==> config.mk <==
export PLATFORM = sky130hd
export DESIGN_NAME = led_breather_flat
export DESIGN_NICKNAME = d
export VERILOG_FILES = /design/src/rtl/led_breather_if.sv /design/src/rtl/led_breather.sv /design/src/flat_wrapper.sv
export SDC_FILE = /design/constraint.sdc
export NUM_CORES = 1
export LEC_CHECK = 0
export CAP_MARGIN = 20
export CELL_PAD_IN_SITES_DETAIL_PLACEMENT = 0
export CELL_PAD_IN_SITES_GLOBAL_PLACEMENT = 2
export CORE_MARGIN = 2
export CORE_UTILIZATION = 31
export CTS_BUF_LIST = sky130_fd_sc_hd__clkbuf_2 sky130_fd_sc_hd__clkbuf_4 sky130_fd_sc_hd__clkbuf_8
export DETAILED_ROUTE_END_ITERATION = 16
export PLACE_DENSITY = 0.86
export SLEW_MARGIN = 30
export SYNTH_ARGS = -nofsm -noshare
export SYNTH_HDL_FRONTEND = slang
export SYNTH_SLANG_ARGS = --single-unit
==> constraint.sdc <==
create_clock -name Clock -period 6.2 [get_ports Clock]
set_input_delay 0.93 -clock Clock [delete_from_list [all_inputs] [get_ports Clock]]
set_output_delay 0.93 -clock Clock [all_outputs]
set_load 0.005 [all_outputs]
==> src/rtl/led_breather_if.sv <==
// Signal bundle between the board top level and the breathing-LED block.
// The board side (master) supplies Enable and Counter; the breather (slave) returns the LED state.
interface led_breather_if #(
   parameter int COUNTER_WIDTH = 32,
   parameter int PWM_BITS      = 8
);
   logic                     Enable;
   logic [COUNTER_WIDTH-1:0] Counter;
   logic                     Led;
   logic [PWM_BITS-1:0]      Duty;
   logic [1:0]               Phase;

   modport master (output Enable, output Counter, input Led, input Duty, input Phase);
   modport slave  (input Enable, input Counter, output Led, output Duty, output Phase);
endinterface

==> src/rtl/led_breather.sv <==
// Breathing LED: ramps a PWM duty up, holds, ramps down, holds, one step per
// rising edge of a chosen bit of the free-running counter.
module led_breather #(
   parameter int COUNTER_WIDTH = 32,
   parameter int TICK_BIT      = 10,
   parameter int PWM_BITS      = 8,
   parameter int HOLD_TICKS    = 16
) (
   input logic           Clock,
   input logic           Reset,
   led_breather_if.slave bus
);

   localparam int                 HOLD_W    = $clog2(HOLD_TICKS + 1);
   localparam logic [PWM_BITS-1:0] DUTY_MAX  = '1;
   localparam logic [PWM_BITS-1:0] DUTY_ONE  = PWM_BITS'(1);
   localparam logic [HOLD_W-1:0]   HOLD_ONE  = HOLD_W'(1);
   localparam logic [HOLD_W-1:0]   HOLD_LAST = HOLD_W'(HOLD_TICKS - 1);

   typedef enum logic [1:0] {
      RAMP_UP   = 2'd0,
      HOLD_HIGH = 2'd1,
      RAMP_DOWN = 2'd2,
      HOLD_LOW  = 2'd3
   } state_t;

   state_t              state_reg, state_next;
   logic [PWM_BITS-1:0] duty_reg, duty_next;
   logic [HOLD_W-1:0]   hold_reg, hold_next;
   logic                prev_reg;
   logic                led_reg, led_next;
   logic                tick;
   logic                step;

   // The edge detector samples every cycle, so ticks seen while disabled are simply lost.
   assign tick = bus.Counter[TICK_BIT] & ~prev_reg;
   assign step = tick & bus.Enable;

   always_ff @(posedge Clock or negedge Reset) begin
      if (!Reset) begin
         state_reg <= RAMP_UP;
         duty_reg  <= '0;
         hold_reg  <= '0;
         prev_reg  <= 1'b0;
         led_reg   <= 1'b0;
      end else begin
         state_reg <= state_next;
         duty_reg  <= duty_next;
         hold_reg  <= hold_next;
         prev_reg  <= bus.Counter[TICK_BIT];
         led_reg   <= led_next;
      end
   end

   always_comb begin
      state_next = state_reg;
      duty_next  = duty_reg;
      hold_next  = hold_reg;
      led_next   = bus.Enable & (bus.Counter[PWM_BITS-1:0] < duty_reg);

      if (step) begin
         case (state_reg)
            RAMP_UP: begin
               if (duty_reg == DUTY_MAX - DUTY_ONE) begin
                  duty_next  = DUTY_MAX;
                  hold_next  = '0;
                  state_next = HOLD_HIGH;
               end else if (duty_reg != DUTY_MAX) begin
                  duty_next = duty_reg + DUTY_ONE;
               end
            end
            HOLD_HIGH: begin
               if (hold_reg == HOLD_LAST) begin
                  state_next = RAMP_DOWN;
               end else begin
                  hold_next = hold_reg + HOLD_ONE;
               end
            end
            RAMP_DOWN: begin
               if (duty_reg == DUTY_ONE) begin
                  duty_next  = '0;
                  hold_next  = '0;
                  state_next = HOLD_LOW;
               end else if (duty_reg != '0) begin
                  duty_next = duty_reg - DUTY_ONE;
               end
            end
            HOLD_LOW: begin
               if (hold_reg == HOLD_LAST) begin
                  state_next = RAMP_UP;
               end else begin
                  hold_next = hold_reg + HOLD_ONE;
               end
            end
            default: state_next = RAMP_UP;
         endcase
      end
   end

   assign bus.Led   = led_reg;
   assign bus.Duty  = duty_reg;
   assign bus.Phase = state_reg;

endmodule

==> src/flat_wrapper.sv <==
// flat-port wrapper written by rule: the top's interface ports become plain ports
module led_breather_flat 
#(
   parameter int COUNTER_WIDTH = 32,
   parameter int TICK_BIT      = 10,
   parameter int PWM_BITS      = 8,
   parameter int HOLD_TICKS    = 16
)
  (Clock, Reset, bus_Enable, bus_Counter, bus_Led, bus_Duty, bus_Phase);
  led_breather_if #(.COUNTER_WIDTH(COUNTER_WIDTH), .PWM_BITS(PWM_BITS)) bus_i ();
  input logic Clock;
  input logic Reset;
  input wire logic [$bits(bus_i.Enable)-1:0] bus_Enable;
  input wire logic [$bits(bus_i.Counter)-1:0] bus_Counter;
  output wire logic [$bits(bus_i.Led)-1:0] bus_Led;
  output wire logic [$bits(bus_i.Duty)-1:0] bus_Duty;
  output wire logic [$bits(bus_i.Phase)-1:0] bus_Phase;
  assign bus_i.Enable = bus_Enable;
  assign bus_i.Counter = bus_Counter;
  assign bus_Led = bus_i.Led;
  assign bus_Duty = bus_i.Duty;
  assign bus_Phase = bus_i.Phase;
  led_breather #(.COUNTER_WIDTH(COUNTER_WIDTH), .TICK_BIT(TICK_BIT), .PWM_BITS(PWM_BITS), .HOLD_TICKS(HOLD_TICKS)) u_core (.Clock(Clock), .Reset(Reset), .bus(bus_i));
endmodule
Word level (Yosys, flattened, before mapping)
Cells that the tools add are included.

Register bits: 17. Word-level logic and storage cells: 48. Output and inout port bits: 11. Input bits: 35.

Bitwise logic cells: 4. Muxes and demuxes: 14. Order comparisons: 1. Reductions and logical operators: 7. Eq/ne operators: 14. Add/subtract/negate cells: 3.

Operator list (number): 8-bit 2-to-1 mux (4); 8-bit one-hot mux with 2 select lines (1); 5-bit 2-to-1 mux (3); 5-bit one-hot mux with 3 select lines (1); 8-bit by 1-bit adder with 8-bit output, second input constant (1); 8-bit by 1-bit == test with 1-bit output, second input constant (1); 8-bit == test, second input constant (1); 8-bit less-than comparator (1); 2-bit 2-to-1 mux (4); 2-bit by 1-bit != test with 1-bit output, second input constant (4); 8-bit != test, second input constant (1); 2-bit one-hot mux with 4 select lines (1); 4-bit AND reduction (2); 8-bit nonzero test (1); 8-bit by 1-bit subtractor with 8-bit output, second input constant (1); 3-bit by 1-bit != test with 1-bit output, second input constant (2); 5-bit by 1-bit adder with 5-bit output, second input constant (1); 5-bit by 4-bit == test with 1-bit output, second input constant (1); 5-bit AND reduction (1); 2-bit == test, second input constant (2); 1-bit AND (3); 2-bit by 1-bit == test with 1-bit output, second input constant (1); 2-bit zero test (1); 2-bit != test, second input constant (1); 3 further kinds (3).

Longest topological paths before layout
Gate-level depths: netlist of run 1.

Depth after elaboration: 4. Gate-level depth with buffers: 8. Gate-level depth less buffers: 7.

Least setup slack after synthesis of run 1
No wires, ideal clock.

Path type: in2reg. From: input bus_Counter[10]. To: register u_core.duty_reg[7] (netlist: u_core.bus.Duty[7]). Library setup time: 0.121 ns. Data required time: 6.079 ns. Stages on the path: 6. Setup slack: 4.154 ns. Arrival: 1.925 ns. Buffers on the path: 1. Cells stage by stage: nand3b_1 nand2b_1 a211oi_2 buf_2 nand2_1 a22o_1.

Cells in the longest elaborated chain, start to end: 3.

Ends and longest elaborated chain: from (decl) (RTL line flat_wrapper.sv:14) `input wire logic [$bits(bus_i.Counter)-1:0] bus_Counter;`; 1-bit AND (RTL line led_breather.sv:36) `assign tick = bus.Counter[TICK_BIT] & ~prev_reg;`; 1-bit AND (RTL line led_breather.sv:37) `assign step = tick & bus.Enable;`; 4-bit AND reduction (no line); to (signal assigned) (RTL line led_breather.sv:48) `duty_reg <= duty_next;`; to (decl) (RTL line led_breather.sv:28) `logic [PWM_BITS-1:0] duty_reg, duty_next;`.

No other way between the ends. A chain may end at the register's enable or synchronous reset.

Worst setup path after layout of run 1
From: input bus_Enable. To: register u_core.duty_reg[0] (netlist: u_core.bus.Duty[0]).

Cells in the longest elaborated chain, start to end: 2.

Ends and longest elaborated chain: from (decl) (RTL line flat_wrapper.sv:13) `input wire logic [$bits(bus_i.Enable)-1:0] bus_Enable;`; 1-bit AND (RTL line led_breather.sv:37); 4-bit AND reduction (no line).

No other way between the ends.

==> metrics.md, run 1 <==
| Metric | Value |
|---|---|
| Status | `finished clean` |
| GRT overflow | `0` |
| Syn Std Cell Area | `1489 um^2` |
| Post-route ant nets | `0` |
| Final net count | `230` |
| DP HPWL | `2713 um` |
| Die area | `5374 um^2` |
| Worst-margin pin slew | `625.7 ps` |
| Starting Density | `31.73%` |
| Crit path max-delay family | `compound AO/OA/AOI/OAI gates` |
| Clock buffer count from CTS | `3` |
| Clock-pin slew of the registers on the worst-case setup and hold paths | `70 ps` |
| Startpoint types | `primary input` |
| Core ar. | `4692 um^2` |
| Post-synth top area cell | `dfrtp_1` |
| Fin. max-slew vios | `0` |
| Total Power | `431.0 uW` |
| Leakage power | `0.7237 nW` |
| Final min period | `2685 ps` |
| Iteration-0 DRC count of the detailed router | `23` |
| Area growth, synth to finish | `19.16%` |
| CTS tree | `done` |
| Peak VDD IR | `175.8 uV` |
| Syn Area/Cell | `9.484 um^2` |
| PortBufs | `22` |
| Fmax achieved | `372.4 MHz` |
| DRT Pass-1 Iters | `4` |
| Initial antenna violation count | `0` |
| Final hold violation count | `0` |
| Clock sink count | `17` |
| Worst hold path type | `reg -> reg` |
| Multi-input logic area | `967.2 um^2` |
| Number of global-route vias before repair | `1,262` |
| Gpl congestion | `0.8327` |
| RSZ-0062 raised after global routing | `no` |
| Share of cells above drive strength 1 | `10.23%` |
| Routed WL | `3548 um` |
| Max stage delay on crit path | `520 ps` |
| Yosys warning count | `0` |
| Post-route cell area | `1774 um^2` |
| Top_reg_cell synth | `dfrtp_1` |
| Worst EP arrival | `2830 ps` |
| Synth Register Bits | `17` |
| Finish-stage setup viols | `0` |
| Placement Setup Slack | `2991 ps` |
| Max reg flops | `8` |
| Worst EP required | `6340 ps` |
| Routed via count | `1,273` |
| # DRC | `0` |
| Global-route wire length before repair | `6120 um` |
| Post-CTS Hold Fix Bufs | `0` |
| Max-cap violations | `0` |
| Largest net degree at the start of global routing | `18` |
| Total GRT Usage | `14.48%` |
| Clock Tree Buf Depth | `2` |
| Clock Latency Late Sink | `250 ps` |
| Final Cycle Share | `43.31%` |
| Mapped Cells | `157` |
| ANT cells | `0` |
| CP max stage cell | `a211oi_4` |
| Cells resized by post-CTS repair | `0` |
| Largest cells by area after synthesis | `dfrtp_1 (29%), ha_1 (15%), o21ai_0 (4.0%), inv_1 (3.5%), a21oi_1 (2.4%)` |
| WS Path Type | `in -> reg` |
| Placement Rows | `25` |
| Async SR Flop Fraction | `100.0%` |
| Cell Pwr Density | `242.9 nW/um^2` |
| EDFF count, synth | `0` |
| Post-Syn Nets | `210` |
| Reg area | `425.4 um^2` |
| Share of the synthesized area in the top cell type | `28.57%` |
| Die Wd | `73.31 um` |
| CP endpoint kind | `flip-flop` |
| Final Skew | `2.204 ps` |
| Setup TNS | `0 ps` |
| Crit path max fanout | `16` |
| Non-Filler Instances | `230` |
| PnR worst setup slack | `3515 ps` |
| Wirelength per Cell | `15.43 um` |
| Post-CTS setup repair buffer count | `0` |
| Seq/Total Area, Yosys | `28.57%` |
| Placed cell area | `1725 um^2` |
| DR vias/cell | `5.535` |
| Synth unique cells | `50` |
| Die Y | `73.31 um` |
| FF-to-FF setup slack | `3740 ps` |
| DP Cell Count | `226` |
| H-tree depth | `1` |
| Layout fillers | `487` |
| Buf/Inv on CP | `1` |
| Worst-path cell chain | `clkdlybuf4s50_1, nand3b_1, nand2b_1, a211oi_4, o21ai_0, a22o_1` |
| CTS Root Cell | `clkbuf_8` |
| Worst slew margin | `57.83%` |
| Ports | `46` |
[cell type report]
type | instances | area share (%)
Clock buffer | 3 | 2.327
Clock inverter | 1 | 0.2821
Inverter | 14 | 2.962
Multi-Input combinational cell | 119 | 54.51
Sequential cell | 17 | 23.98
Tap cell | 54 | 3.808
Timing Repair Buffer | 22 | 12.13
[synth_stat cells, drive strengths merged (2+ instances only)]
cell / count
ha: 18
dfrtp: 17
inv: 14
o21ai: 13
a21oi: 7
nand2: 7
nor2: 7
buf: 5
nand3: 5
nor3: 5
a211oi: 4
a31oi: 4
mux2: 4
a22o: 3
and3: 3
nand2b: 3
nand4: 3
nor2b: 3
a21boi: 2
a21o: 2
a32o: 2
a41oi: 2
and4: 2
and4b: 2
clkbuf: 2
nor4: 2
o2bb2ai: 2
xnor2: 2
[final timing paths]
check	startpoint	endpoint	depth (start not counted)
setup / recovery	bus_Enable	u_core.bus.Duty[0]$_DFFE_PN0P_	6
hold / removal	u_core.hold_reg[4]$_DFFE_PN0P_	u_core.hold_reg[4]$_DFFE_PN0P_	1
setup reg to reg	u_core.bus.Phase[0]$_DFFE_PN0P_	u_core.bus.Duty[0]$_DFFE_PN0P_	7
hold reg to reg	u_core.hold_reg[4]$_DFFE_PN0P_	u_core.hold_reg[4]$_DFFE_PN0P_	1
max in group asynchronous	Reset	u_core.bus.Duty[1]$_DFFE_PN0P_	1
min in group asynchronous	Reset	u_core.hold_reg[3]$_DFFE_PN0P_	1
[worst reg2reg max path: cells and delay by family (launching register included)]
family / cells / cell delay (ps)
compound gates: 3 / 990
fa+ha+maj: 1 / 520
flops: 1 / 420
simple gates: 2 / 300
buf+inv: 1 / 130
[placed cells by master (no fill, tap or decap), types with 4 or more instances in the layout]
cell              n
nand3_1           5
clkdlybuf4s50_1  21
dfrtp_1          17
nor2_1            7
nand2_1           6
nor3_1            5
a21oi_1           7
inv_1            14
ha_1             18
a31oi_1           4
o21ai_0          12
[logic make-up (layout without fill, tap and decap cells)]
family                   after synthesis  count (layout)  share of synthesized area, %
buffers and inverters                 21              40                         6.975
flip-flops                            17              17                         28.57
XOR/XNOR                               3               3                         1.765
multiplexers                           4               4                         3.025
AO/OA/AOI/OAI                         46              46                         23.87
adder cells (fa/ha/maj)               18              18                         15.13
AND/OR/NAND/NOR                       48              48                         20.67
[stage by stage]
stage               hold slack (ps)  utilization [%]
CTS                           498.4            37.76
finish                        495.8            37.81
global route                  508.8            37.81
floorplan                     456.1                -
detailed placement            481.9            36.77
global placement              480.7            36.77
[report_power, final]
part | total [mW] | switching [mW] | internal, mW | leakage [nW]
Sequential | 0.178 | 0.0511 | 0.126 | 0.223
Clock | 0.0843 | 0.0397 | 0.0446 | 0.0255
Combinational | 0.169 | 0.0861 | 0.0830 | 0.475
[per-layer routing]
metal,GRT usage (%),share of wire (%),vias up
met4,4.444,1.4,0
li1,-,-,623
met5,0,0,-
met2,23.92,50,20
met3,2.058,2.3,6
met1,19.61,46,624
Note: power is estimated with default switching activity, not from simulation.
==> run 2: changes to the inputs <==
--- a/config.mk
+++ b/config.mk
@@ -9,10 +9,10 @@
 export CELL_PAD_IN_SITES_DETAIL_PLACEMENT = 0
 export CELL_PAD_IN_SITES_GLOBAL_PLACEMENT = 2
 export CORE_MARGIN = 2
-export CORE_UTILIZATION = 31
+export CORE_UTILIZATION = 26
 export CTS_BUF_LIST = sky130_fd_sc_hd__clkbuf_2 sky130_fd_sc_hd__clkbuf_4 sky130_fd_sc_hd__clkbuf_8
 export DETAILED_ROUTE_END_ITERATION = 16
-export PLACE_DENSITY = 0.86
+export PLACE_DENSITY = 0.77
 export SLEW_MARGIN = 30
 export SYNTH_ARGS = -nofsm -noshare
 export SYNTH_HDL_FRONTEND = slang
==> constraint.sdc (replaced) <==
create_clock -name Clock -period 2.26 [get_ports Clock]
set_input_delay 0.339 -clock Clock [delete_from_list [all_inputs] [get_ports Clock]]
set_output_delay 0.339 -clock Clock [all_outputs]
set_load 0.005 [all_outputs]
==> run 2 against run 1 <==
Against the previous run:
- global-route usage shrank 2.4 points
- largest power group is now combinational logic
- utilization down 3.2 points
- critical path type is now reg -> reg
- clock power increased to 2.8 times the previous value
- die area rose by 18%
==> metrics.md, run 2 (synthesis gave the netlist of run 1 again) <==
| Metric | Value |
|---|---|
| Die Wd | `79.68 um (was 73.31 um)` |
| Most frequent cells in the layout | `clkdlybuf4s50_1 (22), ha_1 (18), dfrtp_1 (17), buf_4 (15), inv_1 (14) (was clkdlybuf4s50_1 (21), ha_1 (18), dfrtp_1 (17), inv_1 (14), o21ai_0 (12))` |
| Cell Pwr Density | `653.0 nW/um^2 (was 242.9 nW/um^2)` |
| Clock Tree Buf Depth | `2 (unchanged)` |
| DP Cell Count | `259 (was 226)` |
| Worst EP required | `2410 ps (was 6340 ps)` |
| Commonest non-fill, non-tap cell in the layout | `clkdlybuf4s50_1 (unchanged)` |
| Max-cap violations | `0 (unchanged)` |
| Worst EP arrival | `2210 ps (was 2830 ps)` |
| Total GRT Usage | `12.04% (was 14.48%)` |
| Clock-pin slew of the registers on the worst-case setup and hold paths | `70 ps (about the same)` |
| Final Cycle Share | `91.12%` |
| Gpl congestion | `0.8037 (was 0.8327)` |
| Layout fillers | `571 (was 487)` |
| Largest net degree at the start of global routing | `18 (unchanged)` |
| Placed cell area | `1861 um^2 (was 1725 um^2)` |
| Ports | `46 (unchanged)` |
| Share of cells above drive strength 1 | `16.75% (was 10.23%)` |
| DR vias/cell | `4.852 (was 5.535)` |
| Non-Filler Instances | `263 (was 230)` |
| Wirelength per Cell | `13.32 um (was 15.43 um)` |
| Post-route cell area | `1907 um^2 (was 1774 um^2)` |
| Global-route wire length before repair | `6051 um (was 6120 um)` |
| RSZ-0062 raised after global routing | `no (unchanged)` |
| Routed via count | `1,276 (was 1,273)` |
| # DRC | `0 (unchanged)` |
| Worst-margin pin slew | `434.1 ps (was 625.7 ps)` |
| CTS Root Cell | `clkbuf_8 (unchanged)` |
| Crit path max fanout | `6 (was 16)` |
| Number of global-route vias before repair | `1,269 (was 1,262)` |
| Core ar. | `5507 um^2 (was 4692 um^2)` |
| CP endpoint kind | `flip-flop (unchanged)` |
| CTS tree | `done (unchanged)` |
| Post-CTS Hold Fix Bufs | `0 (unchanged)` |
| H-tree depth | `1 (unchanged)` |
| Clock buffer count from CTS | `3 (unchanged)` |
| Area growth, synth to finish | `28.07% (was 19.16%)` |
| DP HPWL | `2791 um (was 2713 um)` |
| Die Y | `79.68 um (was 73.31 um)` |
| Peak VDD IR | `283.8 uV (was 175.8 uV)` |
| Iteration-0 DRC count of the detailed router | `26 (was 23)` |
| Clock sink count | `17 (unchanged)` |
| Worst-path cell chain | `or4_1, nor3_1, a211oi_2, buf_4, nor2b_1, o22a_1 (was clkdlybuf4s50_1, nand3b_1, nand2b_1, a211oi_4, o21ai_0, a22o_1)` |
| Finish-stage setup viols | `0 (unchanged)` |
| Setup TNS | `0 ps (unchanged)` |
| Fin. max-slew vios | `0 (unchanged)` |
| Post-route ant nets | `0 (unchanged)` |
| Crit path max-delay family | `simple AND/OR/NAND/NOR gates (was compound AO/OA/AOI/OAI gates)` |
| Leakage power | `0.7996 nW (was 0.7237 nW)` |
| Max reg flops | `8 (unchanged)` |
| Placement Rows | `27 (was 25)` |
| Final hold violation count | `0 (unchanged)` |
| Status | `finished clean (unchanged)` |
| Clock Latency Late Sink | `260 ps (was 250 ps)` |
| Post-CTS setup repair buffer count | `0 (unchanged)` |
| Buf/Inv on CP | `1 (unchanged)` |
| Starting Density | `27.04% (was 31.73%)` |
| DRT Pass-1 Iters | `4 (unchanged)` |
| Die area | `6348 um^2 (was 5374 um^2)` |
| Final Skew | `5.021 ps (was 2.204 ps)` |
| Cells resized by post-CTS repair | `0 (unchanged)` |
| Worst slew margin | `71.06% (was 57.83%)` |
| Initial antenna violation count | `0 (unchanged)` |
| Routed WL | `3502 um (was 3548 um)` |
| Final net count | `245 (was 230)` |
| Hold Slack | `410.5 ps (was 495.8 ps)` |
| Startpoint types | `flip-flop (was primary input)` |
| CP max stage cell | `or4_1 (was a211oi_4)` |
| Fmax achieved | `485.6 MHz` |
| PortBufs | `22 (unchanged)` |
| WS Path Type | `reg -> reg (was in -> reg)` |
| Placement Setup Slack | `206.8 ps (was 2991 ps)` |
| Max stage delay on crit path | `620 ps (was 520 ps)` |
| GRT overflow | `0 (unchanged)` |
| PnR worst setup slack | `200.6 ps (was 3515 ps)` |
| Worst hold path type | `in -> async (was reg -> reg)` |
| ANT cells | `0 (unchanged)` |
| Final min period | `2059 ps` |
[run 2: metal layers]
metal / GRT usage [%] / vias up / part of all wire [%]
met1: 16.91 / 600 / 51
li1: - / 651 / -
met4: 5.172 / 0 / 1.8
met2: 18.49 / 20 / 44
met3: 1.471 / 5 / 3.2
met5: 0 / - / 0
[run 2: where the power goes]
part / leakage [nW] / switching (mW) / total [mW] / internal (mW)
registers: 0.223 / 0.0713 / 0.420 / 0.348
clock network: 0.0255 / 0.112 / 0.234 / 0.123
logic: 0.551 / 0.311 / 0.591 / 0.280
[run 2: path summary, 6_finish.rpt]
check                                                    start                              end  slack (ps)  cells past startpoint
worst max register to register  u_core.bus.Duty[3]$_DFFE_PN0P_   u_core.bus.Duty[5]$_DFFE_PN0P_         200                      6
max in group asynchronous                                Reset   u_core.bus.Duty[6]$_DFFE_PN0P_        1650                      2
min in group Clock              u_core.hold_reg[4]$_DFFE_PN0P_   u_core.hold_reg[4]$_DFFE_PN0P_         500                      1
worst max-delay path            u_core.bus.Duty[3]$_DFFE_PN0P_   u_core.bus.Duty[5]$_DFFE_PN0P_         200                      6
worst min register to register  u_core.hold_reg[4]$_DFFE_PN0P_   u_core.hold_reg[4]$_DFFE_PN0P_         500                      1
worst min-delay path                                     Reset  u_core.bus.Phase[0]$_DFFE_PN0P_         410                      2
[run 2: cell type report]
type	instances	area (um^2)	share of cell area, %
repair buffers	37	332.8	17.45
multi-input cells	119	959.7	50.33
clock inverters	1	5.005	0.2625
inverters	14	52.55	2.756
flip-flops and latches	17	425.4	22.31
clock buffers	3	41.29	2.165
well taps	72	90.09	4.724
[run 2: metrics by stage]
stage | total power, mW | util, %
floorplan | 0.7912 | -
global placement | 1.025 | 33.79
detailed placement | 1.018 | 33.79
CTS | 1.264 | 34.63
global route | 1.357 | 34.63
finish | 1.245 | 34.63
